--- src/rtl/io_pkg.sv ---
// Shared types and seven-segment constants for the IO display path.
// Segment bit order is {g,f,e,d,c,b,a}; every pattern is active-low.
package io_pkg;

   typedef enum logic [1:0] {StIdle, StShift, StEncode} state_e;

   localparam logic [6:0] SEG_DIGIT [0:9] = '{
      7'b1000000, 7'b1111001, 7'b0100100, 7'b0110000, 7'b0011001,
      7'b0010010, 7'b0000010, 7'b1111000, 7'b0000000, 7'b0010000
   };
   localparam logic [6:0] SEG_ZERO  = 7'b1000000;
   localparam logic [6:0] SEG_BLANK = 7'b1111111;
   localparam logic [6:0] SEG_DASH  = 7'b0111111;

   function automatic longint unsigned pow10(input int unsigned n);
      longint unsigned r;
      r = 1;
      for (int unsigned i = 0; i < n; i++) r = r * 10;
      return r;
   endfunction

endpackage

--- src/rtl/seg7_encode.sv ---
// One BCD nibble to an active-low seven-segment pattern; non-decimal codes go blank.
module seg7_encode
   import io_pkg::*;
(
   input  logic [3:0] bcd,
   output logic [6:0] seg
);

   always_comb begin
      seg = SEG_BLANK;
      if (bcd < 4'd10) seg = SEG_DIGIT[bcd];
   end

endmodule

--- src/rtl/bcd_display_driver.sv ---
// Sequential binary-to-BCD (double dabble) converter feeding DIGITS seven-segment fields.
// Optional: define LEADING_ZERO_BLANK_EN to blank leading zero digits above field 0.
module bcd_display_driver
   import io_pkg::*;
#(
   parameter int unsigned IN_W   = 14,
   parameter int unsigned DIGITS = 4
) (
   input  logic                  clk,
   input  logic                  rst,
   input  logic                  in_valid,
   output logic                  in_ready,
   input  logic [IN_W-1:0]       value,
   output logic [7*DIGITS-1:0]   display,
   output logic                  ovf,
   output logic                  done
);

   localparam int unsigned BCD_W = 4 * DIGITS;
   localparam int unsigned CNT_W = $clog2(IN_W + 1);
   localparam longint unsigned MAX_VAL = pow10(DIGITS) - 1;
   localparam logic [7*DIGITS-1:0] DISP_RESET = {DIGITS{SEG_ZERO}};

   state_e                state_q;
   logic [IN_W-1:0]       shreg_q;
   logic [BCD_W-1:0]      bcd_q;
   logic [BCD_W-1:0]      bcd_adj;
   logic [CNT_W-1:0]      cnt_q;
   logic                  ovf_next_q;
   logic [7*DIGITS-1:0]   display_q;
   logic [7*DIGITS-1:0]   display_d;
   logic                  ovf_q;
   logic                  done_q;
   logic [6:0]            seg_pat [DIGITS];
`ifdef LEADING_ZERO_BLANK_EN
   logic                  lead_zero;
`endif

   assign in_ready = (state_q == StIdle) && !rst;
   assign display  = display_q;
   assign ovf      = ovf_q;
   assign done     = done_q;

   always_comb begin
      bcd_adj = bcd_q;
      for (int k = 0; k < DIGITS; k++) begin
         if (bcd_q[4*k +: 4] >= 4'd5) bcd_adj[4*k +: 4] = bcd_q[4*k +: 4] + 4'd3;
      end
   end

   for (genvar g = 0; g < DIGITS; g++) begin : g_digit
      seg7_encode u_seg7_encode (
         .bcd (bcd_q[4*g +: 4]),
         .seg (seg_pat[g])
      );
   end

   // Overflow replaces every field with a dash regardless of the BCD contents.
   always_comb begin
      display_d = DISP_RESET;
`ifdef LEADING_ZERO_BLANK_EN
      lead_zero = 1'b1;
`endif
      for (int k = DIGITS - 1; k >= 0; k--) begin
`ifdef LEADING_ZERO_BLANK_EN
         lead_zero = lead_zero && (bcd_q[4*k +: 4] == 4'd0);
         if (ovf_next_q)                 display_d[7*k +: 7] = SEG_DASH;
         else if (lead_zero && (k != 0)) display_d[7*k +: 7] = SEG_BLANK;
         else                            display_d[7*k +: 7] = seg_pat[k];
`else
         display_d[7*k +: 7] = ovf_next_q ? SEG_DASH : seg_pat[k];
`endif
      end
   end

   always_ff @(posedge clk) begin
      if (rst) begin
         state_q    <= StIdle;
         shreg_q    <= '0;
         bcd_q      <= '0;
         cnt_q      <= '0;
         ovf_next_q <= 1'b0;
         display_q  <= DISP_RESET;
         ovf_q      <= 1'b0;
         done_q     <= 1'b0;
      end else begin
         done_q <= 1'b0;
         unique case (state_q)
            StIdle: begin
               if (in_valid) begin
                  shreg_q    <= value;
                  bcd_q      <= '0;
                  ovf_next_q <= (64'(value) > MAX_VAL);
                  cnt_q      <= CNT_W'(IN_W);
                  state_q    <= StShift;
               end
            end
            StShift: begin
               // Upper carries fall off the top nibble; the ovf path covers those values.
               {bcd_q, shreg_q} <= {bcd_adj, shreg_q} << 1;
               cnt_q            <= cnt_q - CNT_W'(1);
               if (cnt_q == CNT_W'(1)) state_q <= StEncode;
            end
            StEncode: begin
               display_q <= display_d;
               ovf_q     <= ovf_next_q;
               done_q    <= 1'b1;
               state_q   <= StIdle;
            end
            default: state_q <= StIdle;
         endcase
      end
   end

endmodule

--- config.mk ---
export PLATFORM = sky130hd
export DESIGN_NAME = bcd_display_driver
export DESIGN_NICKNAME = d
export VERILOG_FILES = /design/src/rtl/io_pkg.sv /design/src/rtl/seg7_encode.sv /design/src/rtl/bcd_display_driver.sv
export SDC_FILE = /design/constraint.sdc
export NUM_CORES = 1
export LEC_CHECK = 0
export BUFFER_PORTS_ARGS = -buffer_cell sky130_fd_sc_hd__buf_2
export CORE_MARGIN = 1.5
export CORE_UTILIZATION = 40
export CTS_CLUSTER_SIZE = 20
export DETAILED_ROUTE_END_ITERATION = 12
export SLEW_MARGIN = 5
export SYNTH_ARGS = -nofsm -noshare
export SYNTH_HDL_FRONTEND = slang
export SYNTH_SLANG_ARGS = --single-unit
--- constraint.sdc ---
create_clock -name clk -period 2.2 [get_ports clk]
set_clock_uncertainty 0.05 [all_clocks]
set_input_delay 0.11 -clock clk [delete_from_list [all_inputs] [get_ports clk]]
set_output_delay 0.11 -clock clk [all_outputs]
set_load 0.1 [all_outputs]
==> metrics.txt, run 1 <==
worst-path fanout max=15; R2R Setup Slk=0.47 ns; YS warnings=0; min-delay worst type=primary input to flop; setup violators final=0; final period utilization=0.890; vias in the first global route=2,695; critical path cell sequence=buf_4 -> buf_4 -> nor3_4 -> buf_2; top-count cell post-synth=nor2_1; detailed-route wire length=7530 um; EDFF count, synth=0; RSZ-0062 raised after global routing=no; Fmax achieved=just over 0.5 GHz; via count=2,980; post-synthesis mux area share=0.0145; biggest area consumer among synthesized cells=dfxtp_1; Syn Area/Cell=7.89 um2; dpl cells=568; core area=about 8300 um2; hold_ws=0.132 ns; leakage power=1.65 nW; Synth Area in Compound Gates=0.181; post-synthesis cell area=3450 um2; I/O Buffers=47; CTS buffer count=9; crit path time final=just under 2 ns; Longest Clk Path Bufs=2; Die Span Y=95.8 um; main combinational cell family by area after synthesis=simple AND/OR/NAND/NOR gates; Critical Path Most Common Cell=buf_4; Initial Util=0.415; CP max stage delay=0.44 ns; CP required=2.04 ns; # IOs=48; slew margin rel.=0.435; first-pass GRT wire length=12,700 um; Post-Synth Simple-Gate Area=0.246; Fin. Hold Viols=0; routed vias/inst=5.10; die width=95.8 um; total track usage=0.174; Setup Buffers After CTS=0; GR Overflow Total=0; WL per Instance=12.9 um; # H-tree levels=3; n_diodes=0; root buffer cell=clkbuf_8; sequential area share after synthesis=0.389; ys flop type=dfxtp_1; Die Footprint=9180 um2; syn nets=approximately 480; FFs w/ async S/R, synth=0; Iter 0 DRT Violations=151; CTS Sinks=67; P per Cell Area=~630 nW/um2; Worst-path clk slew=around 0.070 ns; synthesis-to-layout area growth=14.2%; Arrival @ worst endpoint=1.80 ns; total of max-cap violations=0; fin cells=584; Startpoint Class=flop; top cell type's share of synthesized area=0.389; Max VDD drop=219 uV; top cells by area, synth=dfxtp_1 39%, nor2_1 9.5%, ha_1 8.0%; Mapped Cells=437; Post-CTS Hold Buffers=2; worst skew pair latency=~0.33 ns; final-layout fill cell count=830; Layout Nets=515; gpl congestion=around 0.81; dpl hpwl=5110 um; num rows=33; max-slew violation count=0; Yosys cell types=38; Adder-Cell Fraction of Synth Area=0.0799; status=finished clean; Critical-path top delay cell=buf_2; largest net degree at the start of global routing=27; final instance area=3930 um2; xor/xnor share of the synthesized area=0.0280; CP Class=flop to output pin; Post-synth top cells=87 x nor2_1, 67 x dfxtp_1, 45 x a21oi_1, 38 x nor3_1, 25 x o21ai_0; DRC=0; TritonCTS clock tree=yes; Setup TNS=0 ns; layout cells sized above 1=0.157; Routed Antenna Nets=0; initial antenna violation count=0; Yosys reg bits=67; drt pass-1 iters=4; Placement Cell Area=3750 um2; Least-Margin Pin Slew=0.845 ns; Crit. End Element=output pin; # resized after CTS=0
[worst paths after layout]
path / start / end / cells past startpoint
min reg2reg: ovf$_SDFFE_PP0P_ / ovf$_SDFFE_PP0P_ / 2
max: state_q[0]$_SDFFE_PP0P_ / in_ready / 4
max reg2reg: bcd_q[5]$_SDFFE_PP0P_ / bcd_q[6]$_SDFFE_PP0P_ / 6
min: rst / shreg_q[3]$_SDFFE_PP0P_ / 2
[final cells by class]
cell class	count	area [um2]	area share
Clock buffer	12	155	0.0394
Inverter	17	63.8	0.0162
Timing Repair Buffer	58	323	0.0821
Tap cell	105	131	0.0334
Sequential cell	67	1340	0.341
Multi-Input combinational cell	323	1910	0.485
Clock inverter	2	12.5	0.00318
[sequential cells by signal, summed over array words and instances (netlist names)]
| register | flops |
|---|---|
| ovf | 1 |
| bcd_q | 16 |
| shreg_q | 14 |
| done | 1 |
| display | 28 |
| ovf_next_q | 1 |
| state_q | 2 |
| cnt_q | 4 |
[layer usage]
| layer | vias to the layer above | routed length [um] | global-route usage |
|---|---|---|---|
| met4 | 0 | 43 | 0.0551 |
| met5 | - | 0 | 0 |
| li1 | 1560 | - | - |
| met3 | 5 | 153 | 0.0284 |
| met2 | 32 | 3490 | 0.276 |
| met1 | 1383 | 3840 | 0.240 |
[stage by stage]
stage	util	power (mW)	setup slack, ns
finish	0.474	2.47	0.242
global placement	0.451	1.60	0.545
CTS	0.474	2.50	0.230
global route	0.474	2.59	0.142
detailed placement	0.451	1.60	0.493
floorplan	-	1.53	0.395
[power by group]
| group | switching, mW | internal, mW | leakage, nW |
|---|---|---|---|
| logic | 0.190 | 0.0994 | 1.02 |
| registers | 0.0322 | 1.26 | 0.545 |
| clock network | 0.435 | 0.457 | 0.0843 |
[logic make-up after synthesis]
| logic type | count (synthesis) |
|---|---|
| and+or+nand+nor | 181 |
| buffers and inverters | 47 |
| DFF | 67 |
| adders and majority gates | 22 |
| muxes | 5 |
| xor gates and xnor gates | 11 |
| AOI/OAI and AO/OA | 104 |
[critical path: cells and delay by family, from the launching register on]
kind | cells | cell delay [ns]
buffers and inverters | 3 | 0.86
DFF | 1 | 0.41
and+or+nand+nor | 1 | 0.19
[cell usage in the layout (no fill, tap or decap), types with 2 or more instances in the layout]
| master | n |
|---|---|
| nor2_1 | 87 |
| dfxtp_1 | 67 |
| buf_2 | 47 |
| a21oi_1 | 45 |
| nor3_1 | 37 |
| o21ai_0 | 25 |
| ha_1 | 22 |
| inv_1 | 17 |
| nand2b_1 | 15 |
| nand2_1 | 13 |
| nor2b_1 | 13 |
| a22o_1 | 11 |
| clkbuf_8 | 11 |
| xnor2_1 | 10 |
| a211oi_1 | 10 |
| buf_4 | 9 |
| nand3_1 | 5 |
| mux2i_1 | 5 |
| o22ai_1 | 4 |
| o21a_1 | 2 |
| nand3b_1 | 2 |
| dlygate4sd3_1 | 2 |
Note: power is estimated with default switching activity, not from simulation.
==> run 2: changes to the inputs <==
--- a/config.mk
+++ b/config.mk
@@ -6,6 +6,7 @@
 export NUM_CORES = 1
 export LEC_CHECK = 0
 export BUFFER_PORTS_ARGS = -buffer_cell sky130_fd_sc_hd__buf_2
+export CORE_ASPECT_RATIO = 0.8
 export CORE_MARGIN = 1.5
 export CORE_UTILIZATION = 40
 export CTS_CLUSTER_SIZE = 20
==> run 2 against run 1 <==
  * Register-to-register slack got worse by 0.03 ns
  * Cell count increased by 1.4%
  * Fmax increased by 7.3%
  * Largest cell class unchanged
  * Combinational power decreased by 2%
  * Sequential share of layout area decreased by 0.25 points
  * Routed wire length increased by 2.2%
  * Design area increased by 0.73%
  * Hold slack got worse by 0.014 ns
  * Sequential power about the same
  * Utilization decreased by 0.27 points
  * First-iteration DRC count decreased by 15%
==> metrics.txt, run 2 (synthesized netlist as in run 1, its figures left out) <==
status=finished clean; dpl hpwl=5270 um (+3.2%); min-delay worst type=primary input to flop; worst r2r path cells=5 (-1); num rows=30 (-9.1%); TritonCTS clock tree=yes; Critical-path top delay cell=buf_2; total of max-cap violations=0 (unchanged); RSZ-0062 raised after global routing=no; Comb pwr share=0.109 (-0.008); Die Footprint=9180 um2 (about the same); # resized after CTS=0 (unchanged); die width=107 um (+11%); Fmax achieved=0.548 GHz (+7.3%); DRC=0 (unchanged); Hold Crit Depth=5 (+3); Die Span Y=86.0 um (-10%); Sequential Power Share=0.494 (-0.028); slew margin rel.=0.474 (+0.0392); commonest non-fill, non-tap cell in the layout=nor2_1; leakage power=1.65 nW (+0.29%); Arrival @ worst endpoint=1.67 ns (-0.13 ns); first-pass GRT wire length=13,300 um (+4.8%); Fin. Hold Viols=0 (unchanged); Iter 0 DRT Violations=128 (-15%); largest net degree at the start of global routing=32 (+19%); CP required=2.04 ns (about the same); Largest register FFs=28 (unchanged); CTS Sinks=67 (unchanged); crit path time final=1.83 ns (-0.132 ns); switching power=0.697 mW (+6.1%); worst-path fanout max=31 (+16); final core occ=0.471 (-0.00271); critical path cell sequence=buf_4 -> nor3_4 -> buf_2; max-slew violation count=0 (unchanged); Max VDD drop=271 uV (+24%); total track usage=0.182 (+0.00763); Hold EP=shreg_q[3]$_SDFFE_PP0P_; R2R Setup Slk=0.44 ns (-0.03 ns); setup violators final=0 (unchanged); most frequent cells in the layout=87 x nor2_1, 67 x dfxtp_1, 47 x buf_2; HP Start=value[3]; Critical path origin=state_q[0]$_SDFFE_PP0P_; initial antenna violation count=0 (unchanged); drt pass-1 iters=4 (unchanged); vias in the first global route=2,729 (+1.3%); P per Cell Area=656 nW/um2 (+4.6%); layout cells sized above 1=0.156 (-0.000326); core area=8410 um2 (+1.3%); Startpoint Class=flop; Least-Margin Pin Slew=0.786 ns (-0.0586 ns); clock share of power=0.396 (+0.035); family with the most delay on the worst path=buffers and inverters; FF-to-FF End=bcd_q[11]$_SDFFE_PP0P_; detailed-route wire length=7690 um (+2.2%); # IOs=48 (unchanged); Routed Antenna Nets=0 (unchanged); Longest Clk Path Bufs=2 (unchanged); GR Overflow Total=0 (unchanged); WL per Instance=13.0 um (+0.80%); worst skew pair latency=0.35 ns (+0.02 ns); CP max stage delay=0.45 ns (about the same); Layout Nets=514 (-0.19%); Worst-path clk slew=0.08 ns (about the same); Power Internal=1.90 mW (+5.1%); n_diodes=0 (unchanged); routed vias/inst=5.00 (-1.9%); final period utilization=0.830 (-0.0602); root buffer cell=clkbuf_8; gpl congestion=0.788 (-2.8%); Sw Share=0.268 (+0.00192); Crit. End Element=output pin; CP Class=flop to output pin; synthesis-to-layout area growth=15.0%; reg-to-reg startpoint=state_q[0]$_SDFFE_PP0P_; Bufs and invs on worst path=2 (-1); I/O Buffers=47 (unchanged); # H-tree levels=3 (unchanged); CTS buffer count=9 (unchanged); Initial Util=0.410 (-0.00538); Setup TNS=0 ns (unchanged); via count=2,962 (-0.60%)
==> run 2: changes by cell type in the layout (fill, tap and decap cells not counted) <==
cell        before  now
clkbuf_1         1    2
bufinv_16        0    1
clkbuf_8        11   10
clkinvlp_4       1    2
buf_4            9    8
==> run 2: what timing repair did <==
item | in CTS | in global routing
hold buffers | 2 | 0
buffers inserted | 0 | 0
setup endpoints to repair | 0 | 0
endpoints found under the hold margin | 2 | 0
==> run 2: metrics by stage <==
| step | hold WS [ns] | instance area (um2) | setup slack, ns | instances | power [mW] |
|---|---|---|---|---|---|
| 2_1_floorplan | 0.212 | 3460 | 0.395 | 437 | 1.53 |
| 3_3_place_gp | 0.326 | 3750 | 0.521 | 574 | 1.59 |
| 3_5_place_dp | 0.337 | 3750 | 0.490 | 574 | 1.60 |
| 4_1_cts | 0.106 | 3960 | 0.358 | 592 | 2.64 |
| 5_1_grt | 0.141 | 3960 | 0.277 | 592 | 2.73 |
| 6_report | 0.118 | 3960 | 0.375 | 592 | 2.60 |
==> run 2: final cells by class <==
class,instances,area (um2)
fill,866,4450
multi-input combinational,323,1910
sequential,67,1340
timing repair buffer,57,315
clock buffer,12,145
tap,112,140
inverter,17,63.8
clock inverter,4,50.0
==> run 2: worst max-delay path by stage <==
stage | cells past startpoint | slack, ns | to
2_1_floorplan | 4 | 0.40 | ovf_next_q$_SDFFE_PP0P_
3_3_place_gp | 6 | 0.52 | bcd_q[6]$_SDFFE_PP0P_
3_5_place_dp | 6 | 0.49 | bcd_q[6]$_SDFFE_PP0P_
4_1_cts | 3 | 0.36 | in_ready
5_1_grt | 6 | 0.28 | bcd_q[5]$_SDFFE_PP0P_
6_report | 3 | 0.37 | in_ready
==> run 2: worst min-delay path, cell delays in order <==
cell	delay [ns]
buf_2	0.10
nor2_1	0.07
a21oi_1	0.07
nor2_1	0.08
nor3_1	0.05
==> run 2: per-layer routing <==
metal  wire length, um  vias to the layer above  GRT usage
met5                 0                        -          0
met4                92                        0     0.0545
met3               275                       10     0.0578
met2              3320                       45      0.275
met1              4000                     1349      0.248
li1                  -                     1558          -
==> run 2: power groups by stage <==
stage	Clock (mW)	Combinational [mW]	Sequential [mW]
floorplan	0	0.186	1.35
global placement	0	0.279	1.31
detailed placement	0	0.283	1.31
CTS	1.06	0.287	1.29
global route	1.12	0.320	1.29
finish	1.03	0.284	1.29
==> run 3: changes to the inputs <==
==> constraint.sdc (replaced) <==
create_clock -name clk -period 1.7 [get_ports clk]
set_clock_uncertainty 0.05 [all_clocks]
set_input_delay 0.085 -clock clk [delete_from_list [all_inputs] [get_ports clk]]
set_output_delay 0.085 -clock clk [all_outputs]
set_load 0.1 [all_outputs]
==> run 3 against run 2 <==
  * Combinational power up 39%
  * Non-clock buffer count up 15
  * Critical path type is now flop to flop
  * Via count up 2.7%
  * Cell count up 2.5%
  * First-iteration DRC count up 15%
  * Register-to-register slack worse by 0.31 ns
  * Count of clock-buffer cells in the layout unchanged
  * Setup slack worse by 0.24 ns
  * Sequential share of layout area down 0.95 points
  * Sequential power up 29%
  * Flip-flop and latch count unchanged
  * Highest routed layer unchanged
  * Largest cell class unchanged
  * Critical endpoint is now bcd_q[10]$_SDFFE_PP0P_
  * Total power up 26%
==> metrics.txt, run 3 (synthesized netlist as in run 1, its figures left out) <==
status=finished clean; most frequent cells in the layout=87 x nor2_1, 66 x dfxtp_1, 46 x buf_2; # H-tree levels=3 (unchanged); core area=8410 um2 (unchanged); P per Cell Area=803 nW/um2 (+22%); I/O Buffers=47 (unchanged); drt pass-1 iters=4 (unchanged); total of max-cap violations=0 (unchanged); HP Start=rst; Setup TNS=0 ns (unchanged); min-delay worst type=primary input to flop; max-slew violation count=0 (unchanged); Die Span Y=86.0 um (unchanged); top sig layer=met4; Largest register FFs=28 (unchanged); detailed-route wire length=8010 um (+4.2%); Max VDD drop=354 uV (+31%); commonest non-fill, non-tap cell in the layout=nor2_1; Longest Clk Path Bufs=2 (unchanged); leakage power=1.73 nW (+4.7%); TritonCTS clock tree=yes; Placement Cell Area=3870 um2 (+3.4%); Crit path depth=6 (+3); total track usage=0.188 (+0.00613); Startpoint Class=flop; # IOs=48 (unchanged); DRC=0 (unchanged); via count=3,041 (+2.7%); n_diodes=0 (unchanged); CP max stage delay=0.39 ns (-0.06 ns); Crit. End Element=flop; Critical-path top delay cell=dfxtp_1; root buffer cell=clkbuf_8; GR Overflow Total=0 (unchanged); die width=107 um (unchanged); Fin. Hold Viols=0 (unchanged); Iter 0 DRT Violations=147 (+15%); slew margin rel.=0.670 (+0.196); WL met2=3600 um (+8.3%); final instance area=4080 um2 (+3.0%); worst r2r path cells=6 (+1); routed vias/inst=5.01 (+0.13%); Critical path origin=bcd_q[8]$_SDFFE_PP0P_; family with the most delay on the worst path=compound AO/OA/AOI/OAI gates; num rows=30 (unchanged); setup violators final=0 (unchanged); CTS Sinks=67 (unchanged); worst skew pair latency=0.35 ns (about the same); WL per Instance=13.2 um (+1.7%); initial antenna violation count=0 (unchanged); vias in the first global route=2,881 (+5.6%); CP required=1.95 ns (-0.09 ns); crit path time final=1.57 ns; Layout Nets=529 (+2.9%); final core occ=0.485 (+0.0140); Worst-path clk slew=0.08 ns (about the same); Hold Crit Depth=2 (-3); met3 wire len=301 um (+9.5%); Die Footprint=9180 um2 (unchanged); gpl congestion=0.896 (+14%); dpl hpwl=5530 um (+4.9%); Arrival @ worst endpoint=1.82 ns (+0.15 ns); CP Class=flop to flop; layout cells sized above 1=0.186 (+0.0296); M1 wire length=4050 um (+1.2%); synthesis-to-layout area growth=18.4%; RSZ-0062 raised after global routing=no; largest net degree at the start of global routing=31 (-3.1%); critical path cell sequence=inv_1 -> ha_1 -> nand2b_1 -> a21oi_1 -> mux2i_1 -> a22o_1; Bufs and invs on worst path=1 (-1); reg-to-reg startpoint=bcd_q[8]$_SDFFE_PP0P_; first-pass GRT wire length=13,700 um (+3.4%); Initial Util=0.410 (unchanged); final period utilization=0.921; Routed Antenna Nets=0 (unchanged); worst-path fanout max=7 (-77%); Least-Margin Pin Slew=0.498 ns (-0.288 ns); CTS buffer count=9 (unchanged); Fmax achieved=0.638 GHz
[run 3: path summary, 6_finish.rpt]
path | end | slack (ns)
hold reg to reg | ovf$_SDFFE_PP0P_ | 0.41
setup reg to reg | bcd_q[10]$_SDFFE_PP0P_ | 0.13
setup / recovery | bcd_q[10]$_SDFFE_PP0P_ | 0.13
hold / removal | shreg_q[0]$_SDFFE_PP0P_ | 0.09
[run 3: cell type report]
type                       count  area [um2]
inverter                      17        63.8
clock inverter                 4        25.0
tap                          112         140
timing repair buffer          72         447
sequential                    67        1340
multi-input combinational    323        1910
fill                         844        4330
clock buffer                  12         155
[run 3: through the flow]
stage / setup slack, ns / total power [mW] / hold WS, ns / cells
after floorplan: 0.00739 / 1.99 / 0.201 / 437
after global placement: 0.157 / 2.09 / 0.296 / 589
after detailed placement: 0.108 / 2.09 / 0.312 / 589
after CTS: 0.0538 / 3.31 / 0.0862 / 607
after global routing: 0.0122 / 3.44 / 0.0845 / 607
final: 0.134 / 3.28 / 0.0940 / 607
[run 3: power by group]
part / total (mW) / switching, mW / internal, mW
Sequential: 1.66 / 0.0392 / 1.62
Clock: 1.22 / 0.615 / 0.604
Combinational: 0.395 / 0.252 / 0.143
Total: 3.28 / 0.906 / 2.37
[run 3: layer usage]
layer,up-vias,GRT usage
met4,0,0.0436
met3,7,0.0593
met5,-,0
met2,45,0.300
li1,1587,-
met1,1402,0.249
[run 3: timing repair]
item / 4_1_cts / 5_1_grt
hold buffers: 2 / 0
endpoints found under the hold margin: 2 / 0
setup endpoints to repair: 0 / 3
buffers inserted: 0 / 0
gates resized for setup: 0 / 2
[run 3: worst register-to-register path, delay by kind of cell (launching register included)]
| family | cells | cell delay, ns |
|---|---|---|
| buf+inv | 1 | 0.13 |
| mux | 1 | 0.23 |
| compound gates | 2 | 0.43 |
| flops | 1 | 0.39 |
| simple gates | 1 | 0.07 |
| fa+ha+maj | 1 | 0.21 |
